===== config.mk =====
export PLATFORM = sky130hd
export DESIGN_NAME = tube_par_agent_flat
export DESIGN_NICKNAME = d
export VERILOG_FILES = /design/src/rtl/tube_pkg.sv /design/src/rtl/tube_par_agent_if.sv /design/src/rtl/tube_par_rx_hold.sv /design/src/rtl/tube_par_agent.sv /design/src/flat_wrapper.sv
export SDC_FILE = /design/constraint.sdc
export NUM_CORES = 1
export LEC_CHECK = 0
export CORE_MARGIN = 5
export CORE_UTILIZATION = 43
export DETAILED_ROUTE_END_ITERATION = 8
export PLACE_DENSITY = 0.9
export SETUP_SLACK_MARGIN = 0.1
export SKIP_LAST_GASP = 1
export SYNTH_ARGS = -nofsm -noshare
export SYNTH_HDL_FRONTEND = slang
export SYNTH_SLANG_ARGS = --single-unit

===== constraint.sdc =====
create_clock -name par_clk -period 3.2 [get_ports par_clk]
set_input_delay 0.96 -clock par_clk [delete_from_list [all_inputs] [get_ports par_clk]]
set_output_delay 0.96 -clock par_clk [all_outputs]
set_load 0.05 [all_outputs]

===== src/rtl/tube_pkg.sv =====
// rtl/tube_pkg.sv - shared types, status bit positions and address helpers for the tube parasite agent
package tube_pkg;

    typedef enum logic [2:0] {
        S_STAT,
        S_STAT_GAP,
        S_RD,
        S_RD_GAP,
        S_WR,
        S_WR_GAP,
        S_IDLE
    } tube_state_t;

    localparam int TUBE_STAT_AVAIL_BIT = 7;
    localparam int TUBE_STAT_SPACE_BIT = 6;

    function automatic logic [2:0] stat_addr(input logic [1:0] ch);
        return {ch, 1'b0};
    endfunction

    function automatic logic [2:0] data_addr(input logic [1:0] ch);
        return {ch, 1'b1};
    endfunction

    // Next enabled channel after ch, searching upward with wrap; returns ch itself if it is the only one.
    function automatic logic [1:0] next_ch(input logic [3:0] mask, input logic [1:0] ch);
        logic [1:0] res;
        logic       found;
        logic [1:0] c;
        res   = ch;
        found = 1'b0;
        for (int i = 1; i <= 4; i++) begin
            c = ch + 2'(i);
            if (!found && mask[c]) begin
                res   = c;
                found = 1'b1;
            end
        end
        return res;
    endfunction

endpackage


===== src/rtl/tube_par_agent_if.sv =====
// rtl/tube_par_agent_if.sv - parasite-side tube register port
interface tube_par_agent_if;
    logic       tube_ncs;
    logic       tube_read;
    logic [2:0] tube_addr;
    logic [7:0] tube_wdata;
    logic [7:0] tube_rdata;

    modport master (output tube_ncs, output tube_read, output tube_addr, output tube_wdata,
                    input tube_rdata);
    modport slave  (input tube_ncs, input tube_read, input tube_addr, input tube_wdata,
                    output tube_rdata);
endinterface


===== src/rtl/tube_par_rx_hold.sv =====
// rtl/tube_par_rx_hold.sv - one-entry byte holding register with valid/ready
module tube_par_rx_hold (
    input  logic       par_clk,
    input  logic       clr,
    input  logic       load,
    input  logic [7:0] load_data,
    output logic [7:0] data,
    output logic       valid,
    input  logic       ready
);

    // load is only raised while the entry is empty, so it never races the consume.
    always_ff @(posedge par_clk) begin
        if (clr) begin
            data  <= 8'h00;
            valid <= 1'b0;
        end else if (load) begin
            data  <= load_data;
            valid <= 1'b1;
        end else if (valid && ready) begin
            valid <= 1'b0;
        end
    end

endmodule


===== src/rtl/tube_par_agent.sv =====
// rtl/tube_par_agent.sv - round-robin parasite bus master polling the four tube register pairs
module tube_par_agent
    import tube_pkg::*;
#(
    parameter logic [3:0] POLL_MASK = 4'b1111,
    parameter int         IDLE_GAP  = 0
) (
    input  logic                   par_clk,
    input  logic                   par_rst,
    input  logic                   tube_nrst,
    tube_par_agent_if.master       tube,
    output logic [31:0]            rx_data,
    output logic [3:0]             rx_valid,
    input  logic [3:0]             rx_ready,
    input  logic [31:0]            tx_data,
    input  logic [3:0]             tx_valid,
    output logic [3:0]             tx_ready
);

    localparam logic [1:0] FIRST_CH = next_ch(POLL_MASK, 2'd3);

    tube_state_t state;
    logic [1:0]  ch;
    logic        space_q;
    logic [3:0]  idle_cnt;

    logic        rst_any;
    logic        avail;
    logic        space;
    logic        rd_go;
    logic        wr_go;
    logic [1:0]  nxt;
    logic        wrap;
    logic [7:0]  tx_byte;
    logic [3:0]  rx_load;

    assign rst_any = par_rst || !tube_nrst;
    assign avail   = tube.tube_rdata[TUBE_STAT_AVAIL_BIT];
    assign space   = tube.tube_rdata[TUBE_STAT_SPACE_BIT];
    assign tx_byte = tx_data[{ch, 3'b000} +: 8];
    assign nxt     = next_ch(POLL_MASK, ch);
    assign wrap    = (nxt <= ch);

    assign rd_go = (state == S_STAT_GAP) && avail && !rx_valid[ch];
    assign wr_go = !rst_any && tx_valid[ch] &&
                   (((state == S_STAT_GAP) && !rd_go && space) ||
                    ((state == S_RD_GAP) && space_q));

    assign tx_ready = wr_go ? (4'b0001 << ch) : 4'b0000;
    assign rx_load  = (!rst_any && state == S_RD_GAP) ? (4'b0001 << ch) : 4'b0000;

    for (genvar g = 0; g < 4; g++) begin : g_rx
        tube_par_rx_hold u_hold (
            .par_clk   (par_clk),
            .clr       (rst_any),
            .load      (rx_load[g]),
            .load_data (tube.tube_rdata),
            .data      (rx_data[8*g +: 8]),
            .valid     (rx_valid[g]),
            .ready     (rx_ready[g])
        );
    end

    // Bus outputs are set on entry to each state; gap and idle cycles fall back to ncs=1, read=1.
    always_ff @(posedge par_clk) begin
        if (rst_any) begin
            state           <= S_STAT;
            ch              <= FIRST_CH;
            space_q         <= 1'b0;
            idle_cnt        <= 4'd0;
            tube.tube_ncs   <= 1'b1;
            tube.tube_read  <= 1'b1;
            tube.tube_addr  <= 3'd0;
            tube.tube_wdata <= 8'h00;
        end else begin
            tube.tube_ncs  <= 1'b1;
            tube.tube_read <= 1'b1;
            case (state)
                S_STAT: begin
                    if (POLL_MASK == 4'b0000) begin
                        state <= S_IDLE;
                    end else if (tube.tube_ncs) begin
                        // first cycle out of reset: issue the status read now
                        tube.tube_ncs  <= 1'b0;
                        tube.tube_addr <= stat_addr(ch);
                    end else begin
                        state <= S_STAT_GAP;
                    end
                end
                S_RD:     state <= S_RD_GAP;
                S_WR:     state <= S_WR_GAP;
                S_STAT_GAP, S_RD_GAP, S_WR_GAP: begin
                    if (state == S_STAT_GAP) begin
                        space_q <= space;
                    end
                    if (rd_go) begin
                        state          <= S_RD;
                        tube.tube_ncs  <= 1'b0;
                        tube.tube_addr <= data_addr(ch);
                    end else if (wr_go) begin
                        state           <= S_WR;
                        tube.tube_ncs   <= 1'b0;
                        tube.tube_read  <= 1'b0;
                        tube.tube_addr  <= data_addr(ch);
                        tube.tube_wdata <= tx_byte;
                    end else begin
                        ch <= nxt;
                        if (wrap && IDLE_GAP > 0) begin
                            state    <= S_IDLE;
                            idle_cnt <= 4'(IDLE_GAP - 1);
                        end else begin
                            state          <= S_STAT;
                            tube.tube_ncs  <= 1'b0;
                            tube.tube_addr <= stat_addr(nxt);
                        end
                    end
                end
                S_IDLE: begin
                    if (POLL_MASK != 4'b0000) begin
                        if (idle_cnt == 4'd0) begin
                            state          <= S_STAT;
                            tube.tube_ncs  <= 1'b0;
                            tube.tube_addr <= stat_addr(ch);
                        end else begin
                            idle_cnt <= idle_cnt - 4'd1;
                        end
                    end
                end
                default: state <= S_STAT;
            endcase
        end
    end

endmodule


===== src/flat_wrapper.sv =====
// flat-port wrapper written by rule: the top's interface ports become plain ports
module tube_par_agent_flat import tube_pkg::*;
#(
    parameter logic [3:0] POLL_MASK = 4'b1111,
    parameter int         IDLE_GAP  = 0
)
  (par_clk, par_rst, tube_nrst, rx_data, rx_valid, rx_ready, tx_data, tx_valid, tx_ready, tube_tube_ncs, tube_tube_read, tube_tube_addr, tube_tube_wdata, tube_tube_rdata);
  tube_par_agent_if tube_i ();
  input  logic par_clk;
  input  logic par_rst;
  input  logic tube_nrst;
  output logic [31:0] rx_data;
  output logic [3:0] rx_valid;
  input  logic [3:0] rx_ready;
  input  logic [31:0] tx_data;
  input  logic [3:0] tx_valid;
  output logic [3:0] tx_ready;
  output wire logic [$bits(tube_i.tube_ncs)-1:0] tube_tube_ncs;
  output wire logic [$bits(tube_i.tube_read)-1:0] tube_tube_read;
  output wire logic [$bits(tube_i.tube_addr)-1:0] tube_tube_addr;
  output wire logic [$bits(tube_i.tube_wdata)-1:0] tube_tube_wdata;
  input wire logic [$bits(tube_i.tube_rdata)-1:0] tube_tube_rdata;
  assign tube_tube_ncs = tube_i.tube_ncs;
  assign tube_tube_read = tube_i.tube_read;
  assign tube_tube_addr = tube_i.tube_addr;
  assign tube_tube_wdata = tube_i.tube_wdata;
  assign tube_i.tube_rdata = tube_tube_rdata;
  tube_par_agent #(.POLL_MASK(POLL_MASK), .IDLE_GAP(IDLE_GAP)) u_core (.par_clk(par_clk), .par_rst(par_rst), .tube_nrst(tube_nrst), .tube(tube_i), .rx_data(rx_data), .rx_valid(rx_valid), .rx_ready(rx_ready), .tx_data(tx_data), .tx_valid(tx_valid), .tx_ready(tx_ready));
endmodule

[Yosys cells after proc, flatten, opt, wreduce, memory -nomap -nowiden]
Cells that the tools add are included.
Widths: inputs -> output; s select.
Word-level totals
  latch bits: 0
  bits in read-only memories: 0
  bits of input ports: 51
  memories: 0
  memory bits (writable): 0
  output and inout bits: 53
  register bits after elaboration: 59
  word-level logic and storage cells: 121
Operators by class
  mux-type cells: 43
  div/mod/pow operators: 0
  shifts and indexed selects: 2
  equality and inequality tests: 9
  bitwise operators: 4
  order comparisons: 4
  reductions and logical operators: 39
  $add $sub $neg: 4
  multiply operators: 0
Operators by type and width (number)
  $shiftx 32x6->8: 1
  $mux 3: 8
  $mux 1: 20
  $logic_and 1x1->1: 15
  $pmux 3 s5: 1
  $bmux 1 s2: 6
  $lt 2x3->1 const B: 4
  $eq 3x3->1 const B: 3
  $pmux 3 s3: 1
  $reduce_and 3->1: 3
  $mux 2: 4
  $mux 4: 2
  $reduce_bool 2->1: 4
  $logic_not 1->1: 7
  $eq 3x2->1 const B: 2
  $reduce_and 2->1: 3
  $reduce_or 3->1: 2
  $add 2x2->2 const B: 2
  $logic_not 4->1: 1
  $ne 2x1->1 const B: 2
  $not 1->1: 4
  $shl 1x2->4 const A: 1
  $sub 4x1->4 const B: 1
  $eq 3x1->1 const B: 1
  6 further kinds: 7

[Logic depth before layout (Yosys ltp)]
Gate-level depths: netlist of run 1.
  word-level depth: 16
  gate-level depth with buffers: 8

[Cells and area by module]
A second synthesis of run 1 with hierarchy kept.
Unflattened totals
  cells, all modules: 275
  area, all modules: 2702.6 sq um
By module, submodules not included
  tube_par_agent: times used 1, cells each 155, area each 1416.4 sq um, seq. area each 460.4 sq um
  tube_par_rx_hold: times used 4, cells each 30, area each 321.6 sq um, seq. area each 180.2 sq um

[Worst setup path before layout of run 1]
No wires, ideal clock.
  path type: in2out
  start: input port tube_tube_rdata[7]
  end: output port tx_ready[0]
  setup slack: -0.061 ns
  buffers on the path: 1
  data required time: 2.240 ns
  arrival: 2.301 ns
  cell stages on the path: 5
  cells stage by stage: and3b_1 a22o_1 a21oi_4 buf_4 and2_1
Between the ends
  longest elaborated chain between the ends: 8
Ends and longest elaborated chain
  start: declaration: line flat_wrapper.sv:22  | input wire logic [$bits(tube_i.tube_rdata)-1:0] tube_tube_rdata;
  $logic_and 1x1->1 (2 in series): line tube_par_agent.sv:44  | assign rd_go = (state == S_STAT_GAP) && avail && !rx_valid[ch];
  $logic_not 1->1: line tube_par_agent.sv:46  | (((state == S_STAT_GAP) && !rd_go && space) ||
  $logic_and 1x1->1 (2 in series): line tube_par_agent.sv:46
  $logic_or 1x1->1: line tube_par_agent.sv:46
  $logic_and 1x1->1: line tube_par_agent.sv:45  | assign wr_go = !rst_any && tx_valid[ch] &&
  $mux 4: line tube_par_agent.sv:49  | assign tx_ready = wr_go ? (4'b0001 << ch) : 4'b0000;
  end: declaration: line flat_wrapper.sv:17  | output logic [3:0] tx_ready;
Every way passes these cells.

[Worst setup path after layout of run 1]
  start: input port tube_tube_rdata[7]
  end: output port tx_ready[3]
Same word-level chain as after synthesis.

==> results of run 1 <==
[cells in the final DEF, fill, tap and decap left out, types with 2 or more instances in the layout]
cell type        instances
nor2b_1                  2
buf_4                   14
inv_1                   14
nand3b_1                 5
mux2i_1                 11
clkdlybuf4s50_1         91
xor2_1                   2
clkbuf_8                 9
a221oi_1                 2
a31oi_1                  3
clkbuf_2                 4
buf_12                   4
dlygate4sd2_1            3
dfxtp_1                 58
ha_1                     5
nand2b_1                 2
clkinv_2                 3
o21ai_0                 37
a21oi_1                  4
clkinvlp_4               2
nor2_1                  19
mux4_2                   9
nand3_1                 32
nand2_1                 14
and2_4                   4
[flip-flops by register name, indices dropped and copies added, names as in the netlist]
signal / flops
u_core.tube.tube_addr: 3
u_core.ch: 2
u_core.space_q: 1
u_core.tube.tube_ncs: 1
u_core.g_rx.u_hold.data: 32
u_core.g_rx.u_hold.valid: 4
u_core.state: 3
u_core.tube.tube_read: 1
u_core.idle_cnt: 4
u_core.tube.tube_wdata: 8
[report_power, final]
group          internal (mW)  switching [mW]  total [mW]  leakage (nW)
Clock                  0.356           0.307       0.663        0.0950
Sequential             0.736         0.00225       0.739         0.476
Combinational         0.0740          0.0453       0.119         0.854
[path summary, 6_finish.rpt]
kind	from	to	slack, ps
worst max-delay path	tube_tube_rdata[7]	tx_ready[3]	160
worst min-delay path	u_core.g_rx[2].u_hold.data[7]$_SDFFE_PP0P_	u_core.g_rx[2].u_hold.data[7]$_SDFFE_PP0P_	470
worst max register to register	u_core.ch[0]$_SDFFE_PP0P_	u_core.tube.tube_addr[2]$_SDFFE_PP0P_	1020
worst min register to register	u_core.g_rx[2].u_hold.data[7]$_SDFFE_PP0P_	u_core.g_rx[2].u_hold.data[7]$_SDFFE_PP0P_	470
[through the flow]
stage | worst slack, ps | hold WS [ps]
final | 160 | 474
after global routing | 107 | 508
after CTS | 113 | 478
after detailed placement | -172 | 463
after global placement | -150 | 455
after floorplan | 67.0 | 454
[cell type report]
type | count | area [µm²] | share of cell area
tap | 72 | 90.1 | 0.0232
timing repair buffer | 117 | 1150 | 0.296
inverter | 14 | 52.6 | 0.0135
multi-input combinational | 171 | 1220 | 0.313
clock buffer | 9 | 124 | 0.0319
clock inverter | 7 | 68.8 | 0.0177
sequential | 59 | 1180 | 0.305
[logic make-up after synthesis]
logic type      count (synthesis)  share of synthesized area
buf+inv                        35                     0.0630
fa+ha+maj                       5                     0.0248
mux                            21                      0.129
compound gates                 52                      0.118
xor+xnor                        3                     0.0104
simple gates                   90                      0.187
flops                          59                      0.468
[routing by layer]
metal,track usage,up-vias
met5,0,-
met4,0.0850,0
met3,0.0570,17
met2,0.327,75
met1,0.220,1081
li1,-,1140
[timing repair]
item	4_1_cts	5_1_grt
pin swaps	7	2
endpoints found under the setup margin	4	4
gates cloned	0	0
gates resized for setup	23	5
buffers inserted	2	0
[critical path: stages]
cell     delay [ps]
buf_2           110
and3b_1         180
a22o_1          280
a21oi_4         230
and2_4          190
buf_12          130
==> impl_metrics.py, run 1 <==
metrics = {
    "min_path": {
        "min_path_cells": 2,
        "hp-class": "reg -> reg",
    },
    "grt": {
        "grt_first_pass_wirelength_um": 11100,
        "overflow": 0,
        "grt_pass1_vias": 2350,
        "grt_max_degree": 42,
        "grt_usage": 0.191,
        "grt_antenna_before_repair": 0,
    },
    "synth": {
        "synth.area.top_cells": "dfxtp_1 (47%), mux4_2 (8.0%), o21ai_0 (7.3%)",
        "postSynth.topFlopCell": "dfxtp_1",
        "yosysUniqueCellTypes": 40,
        "async_flop_share": 0,
        "synth_edf_count": 0,
        "yosys.area.top_type": "dfxtp_1",
        "synth.top_cell.area_share": 0.468,
        "yosysWarningCount": 0,
        "synth_most_common_cell": "dfxtp_1",
        "ys_seq_elements": 59,
        "syn_nets": 321,
        "syn_avg_cell_area_um2": 9.51,
        "synth.cell_area_um2": 2520,
        "ys_seq_area_frac": 0.468,
        "yosys-top-cells-count": "dfxtp_1 (59), o21ai_0 (37), nand3_1 (32)",
        "syn_inst": 265,
    },
    "power": {
        "power_mw": 1.52,
        "power_leakage_nw": 1.43,
        "vdd_drop_max_v": 0.000364,
        "power_density_nw_per_um2": 392,
    },
    "timing": {
        "maxSlewHeadroom": 0.638,
        "rsz0062_at_grt": "false",
        "slew_viol_final": 0,
        "finClkSkew_ps": 11.1,
        "fin_crit_ps": 3040,
        "fin_tns_setup_ps": 0,
        "max_freq_ghz": 0.329,
        "setup_violations": 0,
        "worst_pin_slew_ps": 541,
        "hold_viol": 0,
        "min_period_over_period": 0.950,
    },
    "die": {
        "rows": 27,
        "start_util": 0.450,
        "die-height_um": 86.6,
        "core_um2": 5610,
        "die_x_um": 86.6,
        "die_area_um2": 7490,
        "io_pins": 104,
    },
    "clocking": {
        "numCtsBuffers": 9,
        "cts.hold.buffers_added": 0,
        "clock_latency_ps": 350,
        "h-tree-depth": 3,
        "cts_tree": "yes",
        "cts_root_buf": "clkbuf_8",
        "clockBufferDepth": 2,
        "path_clk_slew_ps": 60,
        "cts.sinks": 59,
    },
    "place": {
        "dp.final_hpwl_um": 5210,
        "place_area_um2": 3670,
        "post-place-cells": 431,
        "port_buffers": 103,
        "place_congestion": 0.791,
    },
    "worst_setup_path": {
        "critPathKind": "in -> out",
        "rr_worst_depth": 6,
        "cp-start-kind": "input port",
        "cp.arrival_ps": 2080,
        "crit_fanout": 5,
        "worstSetupEndpointType": "primary output",
        "cp.required_ps": 2240,
    },
    "job": {
        "maxCapViolCount": 0,
    },
    "drt": {
        "routedWlPerCell_um": 15.9,
        "post_drt_via_cell_ratio": 5.15,
        "ant_nets": 0,
        "drt-total-wl_um": 7130,
        "drt_iter0_markers": 248,
        "first_pass_iters": 4,
        "wl_met2_um": 3740,
        "top_layer": "met4",
        "wl_met1_um": 2760,
        "drcViolationCount": 0,
        "wl_met3_um": 438,
        "vias": 2313,
    },
    "final_layout": {
        "final_core_util": 0.692,
        "syn_to_final_growth_pct": 53.9,
        "fin_nets": 428,
        "final_cells": 449,
        "layout-drive-gt1-share": 0.162,
        "final_area_um2": 3880,
        "fillers": 442,
        "num_antenna_cells": 0,
    },
    "run_status": {
        "run_status": "complete, no violations",
    },
}
No activity file was read; power rests on OpenSTA's default activity.
==> run 2: changes to the inputs <==
Settings changed: ABC_CLOCK_PERIOD_IN_PS set to 3200, HOLD_SLACK_MARGIN set to 0.1, PLACE_DENSITY 0.9 to 0.8.
==> run 2 against run 1 <==
  * First-iteration DRC count fell by 46%
  * Clock power up 3.6%
  * Register-to-register slack better by 40 ps
  * Critical path depth unchanged
  * Total power grew 1.5%
  * Hold slack about the same
  * Clock skew decreased by 8.7 ps
  * Fmax decreased by 0.15%
  * Combinational power about the same
  * Largest cell class unchanged
==> impl_metrics.py, run 2 (synthesis results as in run 1) <==
metrics = {
    "clocking": {
        "clock_latency_ps": 340,
        "h-tree-depth": 3,
        "clockBufferDepth": 2,
        "cts_root_buf": "clkbuf_8",
        "cts.hold.buffers_added": 0,
        "cts.sinks": 59,
        "numCtsBuffers": 9,
        "path_clk_slew_ps": 70,
        "cts_tree": "yes",
    },
    "power": {
        "power_frac_seq": 0.478,
        "p_clk_frac": 0.445,
        "p_comb_frac": 0.077,
        "power_leakage_nw": 1.42,
        "net-switching-power_mw": 0.370,
        "vdd_drop_max_v": 0.000256,
        "p_int_mw": 1.17,
        "power_density_nw_per_um2": 397,
        "switching_share": 0.239,
    },
    "final_layout": {
        "layout-drive-gt1-share": 0.142,
        "syn_to_final_growth_pct": 54.1,
        "num_antenna_cells": 0,
        "fin_nets": 425,
        "final_area_um2": 3890,
        "final_common_cell": "clkdlybuf4s50_1",
        "largestRegisters": "u_core.g_rx.u_hold.data x32, u_core.tube.tube_wdata x8",
        "layout_common_cells": "clkdlybuf4s50_1 (91), dfxtp_1 (59), o21ai_0 (37)",
        "largest_register_ffs": 32,
        "largest_register": "u_core.g_rx.u_hold.data",
    },
    "drt": {
        "ant_nets": 0,
        "drt_iter0_markers": 133,
        "drt-total-wl_um": 6920,
        "post_drt_via_cell_ratio": 5.25,
        "first_pass_iters": 4,
        "vias": 2340,
        "routedWlPerCell_um": 15.5,
        "drcViolationCount": 0,
    },
    "worst_setup_path": {
        "cp.required_ps": 2240,
        "crit_fanout": 5,
        "critPathKind": "in -> out",
        "cp-start-kind": "input port",
        "cp.arrival_ps": 2080,
        "worstSetupEndpointType": "primary output",
    },
    "timing": {
        "fin_tns_setup_ps": 0,
        "hold_slack_ps": 474,
        "rsz0062_at_grt": "false",
        "hold_viol": 0,
        "min_period_over_period": 0.951,
        "finClkSkew_ps": 2.47,
        "slew_viol_final": 0,
        "setup_violations": 0,
        "max_freq_ghz": 0.328,
        "worst_pin_slew_ps": 536,
        "fin_crit_ps": 3040,
        "maxSlewHeadroom": 0.642,
    },
    "run_status": {
        "run_status": "complete, no violations",
    },
    "grt": {
        "grt_pass1_vias": 2330,
        "overflow": 0,
        "grt_antenna_before_repair": 0,
        "grt_first_pass_wirelength_um": 11400,
        "grt_usage": 0.197,
        "grt_max_degree": 42,
    },
    "die": {
        "core_um2": 5610,
        "die_area_um2": 7490,
        "die-height_um": 86.6,
        "rows": 27,
        "io_pins": 104,
        "start_util": 0.450,
        "die_x_um": 86.6,
    },
    "place": {
        "dp.final_hpwl_um": 5210,
        "place_congestion": 0.810,
        "port_buffers": 103,
        "place_area_um2": 3660,
    },
    "job": {
        "maxCapViolCount": 0,
    },
    "min_path": {
        "hp-class": "reg -> reg",
    },
}
[run 2: cell types whose count changed in the layout (fill, tap and decap cells not counted), sizes merged]
cell and delta:
buf -4, clkdlybuf4s15 +4, clkbuf -3, clkinvlp -1
inv +1
[run 2: critical path, cell delays in order]
cell             delay [ps]
clkdlybuf4s15_1         170
mux4_2                  480
nand4_4                 110
a21oi_4                  50
and2_4                  170
buf_12                  140
[run 2: worst paths after layout]
kind | start | to | slack [ps] | cells after the start
worst max-delay path | tx_valid[2] | tx_ready[3] | 160 | 6
worst min-delay path | u_core.g_rx[2].u_hold.data[7]$_SDFFE_PP0P_ | u_core.g_rx[2].u_hold.data[7]$_SDFFE_PP0P_ | 470 | 2
worst min register to register | u_core.g_rx[2].u_hold.data[7]$_SDFFE_PP0P_ | u_core.g_rx[2].u_hold.data[7]$_SDFFE_PP0P_ | 470 | 2
worst max register to register | u_core.state[1]$_SDFFE_PP0P_ | u_core.tube.tube_addr[2]$_SDFFE_PP0P_ | 1060 | 6
[run 2: cell type report]
cell class                 count  area, µm²
inverter                      14       52.6
multi-input combinational    171       1220
sequential                    59       1180
fill                         482       1720
tap                           72       90.1
clock inverter                 7       77.6
timing repair buffer         114       1140
clock buffer                   9        124
[run 2: per-stage QoR]
stage               cells   util  worst slack [ps]  power, mW
detailed placement    429  0.652              -173      0.876
global route          446  0.693               115       1.60
finish                446  0.693               155       1.54
global placement      429  0.652              -158      0.874
CTS                   446  0.694               105       1.56
floorplan             265      -              67.0      0.800
[run 2: metal layers]
metal  global-route usage  part of all wire  vias up
met1                0.235              0.39     1130
met3               0.0399             0.057       14
met4               0.0949             0.021        0
met2                0.337              0.53       68
li1                     -                 -     1128
met5                    0                 0        -
[run 2: power groups by stage]
stage	clock network [mW]	registers [mW]	logic, mW
floorplan	0	0.761	0.0390
global placement	0	0.755	0.119
detailed placement	0	0.755	0.121
CTS	0.702	0.738	0.120
global route	0.737	0.738	0.128
finish	0.687	0.738	0.120
[run 2: repair_timing]
| action | 4_1_cts | 5_1_grt |
|---|---|---|
| pin swaps | 7 | 4 |
| gates cloned | 0 | 0 |
| hold endpoints to repair | 0 | 0 |
| buffers inserted | 1 | 0 |
| setup endpoints to repair | 4 | 4 |
| gates resized for setup | 20 | 2 |
==> run 3: changes to the inputs <==
Settings changed: CELL_PAD_IN_SITES_DETAIL_PLACEMENT set to 1, CELL_PAD_IN_SITES_GLOBAL_PLACEMENT set to 2, CORE_UTILIZATION 43 to 24, PLACE_DENSITY 0.8 to not set, PLACE_DENSITY_LB_ADDON set to 0.1, SKIP_CTS_REPAIR_TIMING set to 1.
==> run 3 against run 2 <==
  * Hold slack gained 1.6 ps
  * Worst setup slack got worse by 10 ps
  * Clock power increased by 14%
  * Critical path type unchanged
==> impl_metrics.py, run 3 (synthesis results as in run 1) <==
metrics = {
    "run_status": {
        "run_status": "complete, no violations",
    },
    "drt": {
        "routedWlPerCell_um": 15.7,
        "post_drt_via_cell_ratio": 4.46,
        "vias": 2286,
        "drt_iter0_markers": 73,
        "ant_nets": 0,
        "drt-total-wl_um": 8040,
        "first_pass_iters": 4,
        "drcViolationCount": 0,
    },
    "place": {
        "port_buffers": 103,
        "place_area_um2": 3770,
        "place_congestion": 0.714,
        "dp.final_hpwl_um": 5980,
    },
    "grt": {
        "grt_max_degree": 42,
        "grt_pass1_vias": 2429,
        "grt_antenna_before_repair": 0,
        "grt_usage": 0.127,
        "overflow": 0,
        "grt_first_pass_wirelength_um": 12900,
    },
    "final_layout": {
        "fin_nets": 427,
        "final_common_cell": "clkdlybuf4s50_1",
        "largest_register": "u_core.g_rx.u_hold.data",
        "num_antenna_cells": 0,
        "largest_register_ffs": 32,
        "syn_to_final_growth_pct": 60.2,
        "layout-drive-gt1-share": 0.146,
        "layout_common_cells": "clkdlybuf4s50_1 (91), dfxtp_1 (58), o21ai_0 (37)",
        "final_area_um2": 4040,
        "largestRegisters": "u_core.g_rx.u_hold.data x32, u_core.tube.tube_wdata x8",
    },
    "die": {
        "die_x_um": 112,
        "io_pins": 104,
        "rows": 37,
        "die_area_um2": 12700,
        "core_um2": 10300,
        "start_util": 0.245,
        "die-height_um": 112,
    },
    "worst_setup_path": {
        "crit_chain": "buf_8 > and3b_1 > a22o_1 > a21oi_4 > and2_4 > buf_12",
        "crit_fanout": 6,
        "cpMaxStageDelayCell": "a21oi_4",
        "critPathKind": "in -> out",
        "cp.arrival_ps": 2090,
        "cp_slowest_stage_delay_ps": 270,
        "critical-path-top-delay-family": "compound AO/OA/AOI/OAI gates",
        "cp-start-kind": "input port",
        "path_buf_inv": 2,
        "cp.required_ps": 2240,
        "worstSetupEndpointType": "primary output",
    },
    "timing": {
        "slew_viol_final": 0,
        "worst_pin_slew_ps": 542,
        "maxSlewHeadroom": 0.638,
        "setup_violations": 0,
        "finClkSkew_ps": 9.19,
        "rsz0062_at_grt": "true",
        "fin_crit_ps": 3050,
        "hold_slack_ps": 476,
        "max_freq_ghz": 0.327,
        "min_period_over_period": 0.955,
        "hold_viol": 0,
    },
    "min_path": {
        "hp-class": "reg -> reg",
    },
    "power": {
        "vdd_drop_max_v": 0.000163,
        "power_leakage_nw": 1.50,
        "power_mw": 1.65,
        "power_density_nw_per_um2": 408,
    },
    "clocking": {
        "h-tree-depth": 3,
        "cts_root_buf": "clkbuf_8",
        "numCtsBuffers": 9,
        "path_clk_slew_ps": 70,
        "cts_tree": "yes",
        "clock_latency_ps": 340,
        "cts.sinks": 59,
        "clockBufferDepth": 2,
    },
    "job": {
        "maxCapViolCount": 0,
    },
}
-- run 3: cell count changes in the layout (fill, tap and decap cells not counted) --
cell,before,now
dlymetal6s2s_1,0,7
clkdlybuf4s15_1,4,0
clkinv_4,3,0
dlygate4sd2_1,3,0
buf_4,11,13
clkbuf_8,9,11
buf_8,0,1
bufinv_16,1,2
clkbuf_1,0,1
clkbuf_2,1,0
dfxtp_1,59,58
dfxtp_2,0,1
inv_6,1,0
-- run 3: final timing paths --
kind,startpoint,to,slack (ps),cells after the start
setup / recovery,tube_tube_rdata[7],tx_ready[3],150,6
hold / removal,u_core.g_rx[3].u_hold.data[4]$_SDFFE_PP0P_,u_core.g_rx[3].u_hold.data[4]$_SDFFE_PP0P_,480,2
setup reg to reg,u_core.ch[0]$_SDFFE_PP0P_,u_core.tube.tube_addr[2]$_SDFFE_PP0P_,1130,6
hold reg to reg,u_core.g_rx[3].u_hold.data[4]$_SDFFE_PP0P_,u_core.g_rx[3].u_hold.data[4]$_SDFFE_PP0P_,480,2
-- run 3: where the power goes --
part           switching, mW  total (mW)  internal (mW)
logic                 0.0480       0.125         0.0770
registers            0.00207       0.738          0.736
clock network          0.304       0.785          0.480
total                  0.354        1.65           1.29
-- run 3: worst register-to-register path: stages, from the launching register on --
cell and delay [ps]:
dfxtp_1 470, mux4_2 570, nand4_4 120, a21oi_4 70, buf_4 200, or3b_1 400, a31oi_1 170
-- run 3: cell type report --
cell class                      instances  area (µm²)
Fill cell                            1169        6240
Timing Repair Buffer                  116        1190
Multi-Input combinational cell        171        1220
Sequential cell                        59        1180
Inverter                               14        52.6
Clock buffer                           12         155
Tap cell                              136         170
Clock inverter                          4        72.6
-- run 3: routing by layer --
| metal | global-route usage | part of all wire | vias to the layer above |
|---|---|---|---|
| met5 | 0 | 0 | - |
| met4 | 0.0361 | 0.010 | 0 |
| met3 | 0.0437 | 0.063 | 8 |
| met2 | 0.196 | 0.46 | 61 |
| met1 | 0.170 | 0.46 | 1082 |
| li1 | - | - | 1135 |
-- run 3: per-stage QoR --
step                utilization  setup TNS, ps  std cells  setup WS, ps
floorplan                     -              0        265          67.0
global placement          0.366           -963        496          -242
detailed placement        0.366          -1010        496          -254
CTS                       0.389          -1060        512          -269
global route              0.393              0        512          73.4
finish                    0.393              0        512           145
